**src/rtl/sw_debounce.sv**
```systemverilog
`default_nettype none
// ============================================================================
//  Module   : sw_debounce
//  Purpose  : Input conditioning between the board switches and the LED
//             shifter. Each raw switch bit is brought into the clock domain
//             through a 2-flop synchronizer, then debounced by its own
//             4-state FSM and counter. Produces clean levels plus one-cycle
//             rise/fall pulses, all registered.
//  Ports    : clock    - system clock, rising edge
//             i_reset  - synchronous reset, active-high
//             i_sw     - raw asynchronous switch inputs [NB_SW]
//             o_sw     - debounced switch levels [NB_SW]
//             o_rise   - 1-cycle pulse on committed 0->1 [NB_SW]
//             o_fall   - 1-cycle pulse on committed 1->0 [NB_SW]
//  Revision : 1.0 - initial release
// ============================================================================
module sw_debounce #(
  parameter int NB_SW           = 4,
  parameter int NB_CNT          = 20,
  parameter int DEBOUNCE_CYCLES = 1000000
) (
  input  logic             clock,
  input  logic             i_reset,
  input  logic [NB_SW-1:0] i_sw,
  output logic [NB_SW-1:0] o_sw,
  output logic [NB_SW-1:0] o_rise,
  output logic [NB_SW-1:0] o_fall
);

  // Terminal count: a pending change commits on the edge where the counter
  // already holds DEBOUNCE_CYCLES-1, so the counter never wraps.
  localparam logic [NB_CNT-1:0] C_CNT_LAST = NB_CNT'(DEBOUNCE_CYCLES - 1);
  localparam logic [NB_CNT-1:0] C_CNT_ONE  = NB_CNT'(1);

  typedef enum logic [1:0] {
    ST_LOW       = 2'd0,
    ST_RISE_PEND = 2'd1,
    ST_HIGH      = 2'd2,
    ST_FALL_PEND = 2'd3
  } state_t;

  // 2-flop synchronizer; only sync2_q is allowed to reach the FSMs.
  logic [NB_SW-1:0] sync1_q;
  logic [NB_SW-1:0] sync2_q;

  always_ff @(posedge clock) begin
    if (i_reset) begin
      sync1_q <= '0;
      sync2_q <= '0;
    end else begin
      sync1_q <= i_sw;
      sync2_q <= sync1_q;
    end
  end

  for (genvar g = 0; g < NB_SW; g++) begin : g_ch
    state_t            state_q;
    logic [NB_CNT-1:0] cnt_q;
    logic              sw_q;
    logic              rise_q;
    logic              fall_q;

    always_ff @(posedge clock) begin
      if (i_reset) begin
        state_q <= ST_LOW;
        cnt_q   <= '0;
        sw_q    <= 1'b0;
        rise_q  <= 1'b0;
        fall_q  <= 1'b0;
      end else begin
        // Pulses are only ever set on the commit edge, so they last one cycle.
        rise_q <= 1'b0;
        fall_q <= 1'b0;
        case (state_q)
          ST_LOW: begin
            if (sync2_q[g]) begin
              state_q <= ST_RISE_PEND;
              cnt_q   <= '0;
            end
          end
          ST_RISE_PEND: begin
            if (!sync2_q[g]) begin
              // Excursion too short: drop it, next attempt restarts from 0.
              state_q <= ST_LOW;
              cnt_q   <= '0;
            end else if (cnt_q == C_CNT_LAST) begin
              state_q <= ST_HIGH;
              cnt_q   <= '0;
              sw_q    <= 1'b1;
              rise_q  <= 1'b1;
            end else begin
              cnt_q <= cnt_q + C_CNT_ONE;
            end
          end
          ST_HIGH: begin
            if (!sync2_q[g]) begin
              state_q <= ST_FALL_PEND;
              cnt_q   <= '0;
            end
          end
          ST_FALL_PEND: begin
            if (sync2_q[g]) begin
              state_q <= ST_HIGH;
              cnt_q   <= '0;
            end else if (cnt_q == C_CNT_LAST) begin
              state_q <= ST_LOW;
              cnt_q   <= '0;
              sw_q    <= 1'b0;
              fall_q  <= 1'b1;
            end else begin
              cnt_q <= cnt_q + C_CNT_ONE;
            end
          end
          default: begin
            state_q <= ST_LOW;
            cnt_q   <= '0;
          end
        endcase
      end
    end

    assign o_sw[g]   = sw_q;
    assign o_rise[g] = rise_q;
    assign o_fall[g] = fall_q;
  end

endmodule
`default_nettype wire

```
**config.mk**
```make
export PLATFORM = sky130hd
export DESIGN_NAME = sw_debounce
export DESIGN_NICKNAME = d
export VERILOG_FILES = /design/src/rtl/sw_debounce.sv
export SDC_FILE = /design/constraint.sdc
export NUM_CORES = 1
export LEC_CHECK = 0
export BUFFER_PORTS_ARGS = -buffer_cell sky130_fd_sc_hd__buf_2
export CAP_MARGIN = 20
export CORE_ASPECT_RATIO = 1.25
export CORE_UTILIZATION = 60
export CTS_CLUSTER_SIZE = 24
export DETAILED_ROUTE_END_ITERATION = 8
export PLACE_DENSITY = 0.85
export REMOVE_ABC_BUFFERS = 1
export SLEW_MARGIN = 15
export SYNTH_ARGS = -nofsm -noshare
export SYNTH_HDL_FRONTEND = slang
export SYNTH_SLANG_ARGS = --single-unit
```
**constraint.sdc**
```tcl
create_clock -name clock -period 2.55 [get_ports clock]
set_input_delay 0.1275 -clock clock [delete_from_list [all_inputs] [get_ports clock]]
set_output_delay 0.1275 -clock clock [all_outputs]
set_load 0.02 [all_outputs]
```
==> reports/results.ini <==
[timing]
hold_violations=0
finalCritPeriodShare=0.897
period_minus_slack_ns=2.29
worstMarginPinSlew_ns=0.999
slew_headroom=0.334
hold_ws_ns=0.0278
rsz0062_at_grt=no
fin_worst_skew_ns=0.00979
max_freq_mhz=437
fin_setup_tns_ns=0
setup_viol=0
slew_viol_final=0

[yosys]
ys_warn_count=0
synth_area_leader_cell=dfxtp_1
avgSynthCellArea_sq_um=8.53
syn_area_sq_um=5260
ys_ff_latch=108
synth_top_area_share=0.411
synthArstFlopShare=0
synth_edf_count=0
synth.distinct_cells=60
seq_area_frac_synth=0.411
yosys-top-cells-count=108 x dfxtp_1, 62 x nand2_1, 48 x a21oi_1
synth.area.top_cells=dfxtp_1 41%, a21oi_1 4.6%, nand2_1 4.4%
synthFlopType=dfxtp_1
yosysMostFrequentCell=dfxtp_1
syn_inst=616

[worst_setup_path]
slowest_delay_ns=0.82
startpoint_type=register
critPathKind=register to register
crit_path_end_kind=register
cp_data_arrival_time_ns=2.58
crit_path_cell_trace=ha_1 -> nand3_1 -> nor2_1 -> a21oi_2 -> nand2_1 -> o22ai_1
crit_slowest_cell=a21oi_2
crit_fanout=24
r2r_slack_ns=0.26
worstSetupStartpoint=g_ch[0].cnt_q[0]$_SDFFE_PP0P_
regToRegStartpoint=g_ch[0].cnt_q[0]$_SDFFE_PP0P_
crit_buf_inv=0
cp_top_family=compound AO/OA/AOI/OAI gates
crit_required_ns=2.85

[floorplanning]
io_pins=18
die_h_um=107
start_util=0.627
rows=37
die_x_um=85.7
core_sq_um=8380
die_area_sq_um=9140

[job]
maxCapViolCount=0

[placement]
post-dp-hpwl_mm=7.20
portBuffers=17
gp_congestion=0.896

[route]
vias=4606
wl_per_cell_um=14.4
drtAntennaViolNets=0
drt_iter0_drc=303
drt-total-wl_mm=10.7
drcViolationCount=0
first_pass_iters=5
post_drt_via_cell_ratio=6.21

[grt]
grt_max_degree=46
first_global_vias=4180
grt_pass1_wl_mm=18.2
grt_overflow_total=0
grt_use_total=0.242
antenna_found_initial=0

[power]
p_comb_frac=0.045
internal-power_mw=2.24
p_leak_nw=1.98
p_switching_mw=0.707
p_sw_frac=0.240
vdd_ir_drop_max_mv=0.314
pwr-share-seq=0.582
p_per_area_nw_per_um2=527
power_mw=2.95
pwr-share-clk=0.372

[clock_network]
insertion_delay_ns=0.38
hold_buffers=2
postCtsSetupBuffers=0
cts_resized=0
cts-root-buf=clkbuf_8
cts_tree=yes
h-tree-depth=3
cts_sinks=108
cts_buffers=9
clk_path_buf_depth=2
clk_pin_slew_ns=0.10

[layout]
nets=630
fillers=661
final_layout_size_suffix_gt1_frac=0.0944
antenna_cells=0
utilization=0.667
area_growth_pct=6.31

[hold_path]
hp-start=i_sw[3]
worstHoldPathType=input pin to register

[status]
outcome=complete, no violations

power groups by stage:
stage | clock network, mW | logic (mW) | registers (mW)
3_5_place_dp | 0 | 0.129 | 1.76
4_1_cts | 1.11 | 0.132 | 1.72
6_report | 1.10 | 0.133 | 1.72
3_3_place_gp | 0 | 0.124 | 1.75
2_1_floorplan | 0 | 0.0700 | 1.76
5_1_grt | 1.19 | 0.147 | 1.72
per-stage QoR:
stage / std cells / setup WS (ns) / area (sq um)
final: 742 / 0.264 / 5590
after global routing: 742 / 0.0175 / 5590
after CTS: 741 / 0.313 / 5580
after detailed placement: 723 / 0.338 / 5350
after global placement: 722 / 0.227 / 5340
after floorplan: 578 / 0.230 / 5030
path summary, 6_finish.rpt:
path / end / cells after the start
max: g_ch[0].cnt_q[11]$_SDFFE_PP0P_ / 6
min: sync1_q[3]$_SDFF_PP0_ / 2
max reg2reg: g_ch[0].cnt_q[11]$_SDFFE_PP0P_ / 6
min reg2reg: sync2_q[1]$_SDFF_PP0_ / 1
state kept, by name (all words and copies together), names as in the netlist, named ones only:
register / cells
g_ch.fall_q: 4
sync1_q: 4
sync2_q: 4
g_ch.state_q: 4
g_ch.cnt_q: 80
g_ch.sw_q: 4
g_ch.rise_q: 4
logic make-up after synthesis:
logic type / count (synthesis) / synth area share
adders and majority gates: 4 / 0.00952
and+or+nand+nor: 258 / 0.274
AOI/OAI and AO/OA: 160 / 0.195
buffers and inverters: 56 / 0.0559
DFF: 108 / 0.411
muxes: 15 / 0.0288
xor gates and xnor gates: 15 / 0.0250
final cells by class:
class                      instances  area (sq um)  share of cell area
clock buffer                      10           138              0.0246
timing repair buffer              31           201              0.0360
inverter                          18          67.6              0.0121
sequential                       108          2160               0.387
clock inverter                     6          72.6              0.0130
tap                              117           146              0.0262
multi-input combinational        452          2800               0.501
per-layer routing:
layer	wire [um]	GRT usage	part of all wire	up-vias
met4	186	0.0893	0.017	0
met2	5310	0.417	0.50	133
met3	486	0.0439	0.046	20
li1	-	-	-	2287
met5	0	0	0	-
met1	4700	0.300	0.44	2166
layout by cell type, fill, tap and decap left out, types with 5 or more instances in the layout:
cell,n
nand4_1,17
xnor2_1,11
mux2i_1,14
nor3_1,14
nor3b_1,5
a21oi_1,48
o22ai_1,5
a41oi_1,8
and4_1,10
nor2_1,33
buf_4,10
nand2_1,62
and3_1,16
nor2b_1,13
buf_2,17
nor4_1,7
nand2b_1,9
inv_1,18
dfxtp_1,108
clkbuf_8,10
a22o_1,14
nand3_1,42
a31oi_1,34
o21ai_0,25
No activity file was read; power rests on OpenSTA's default activity.
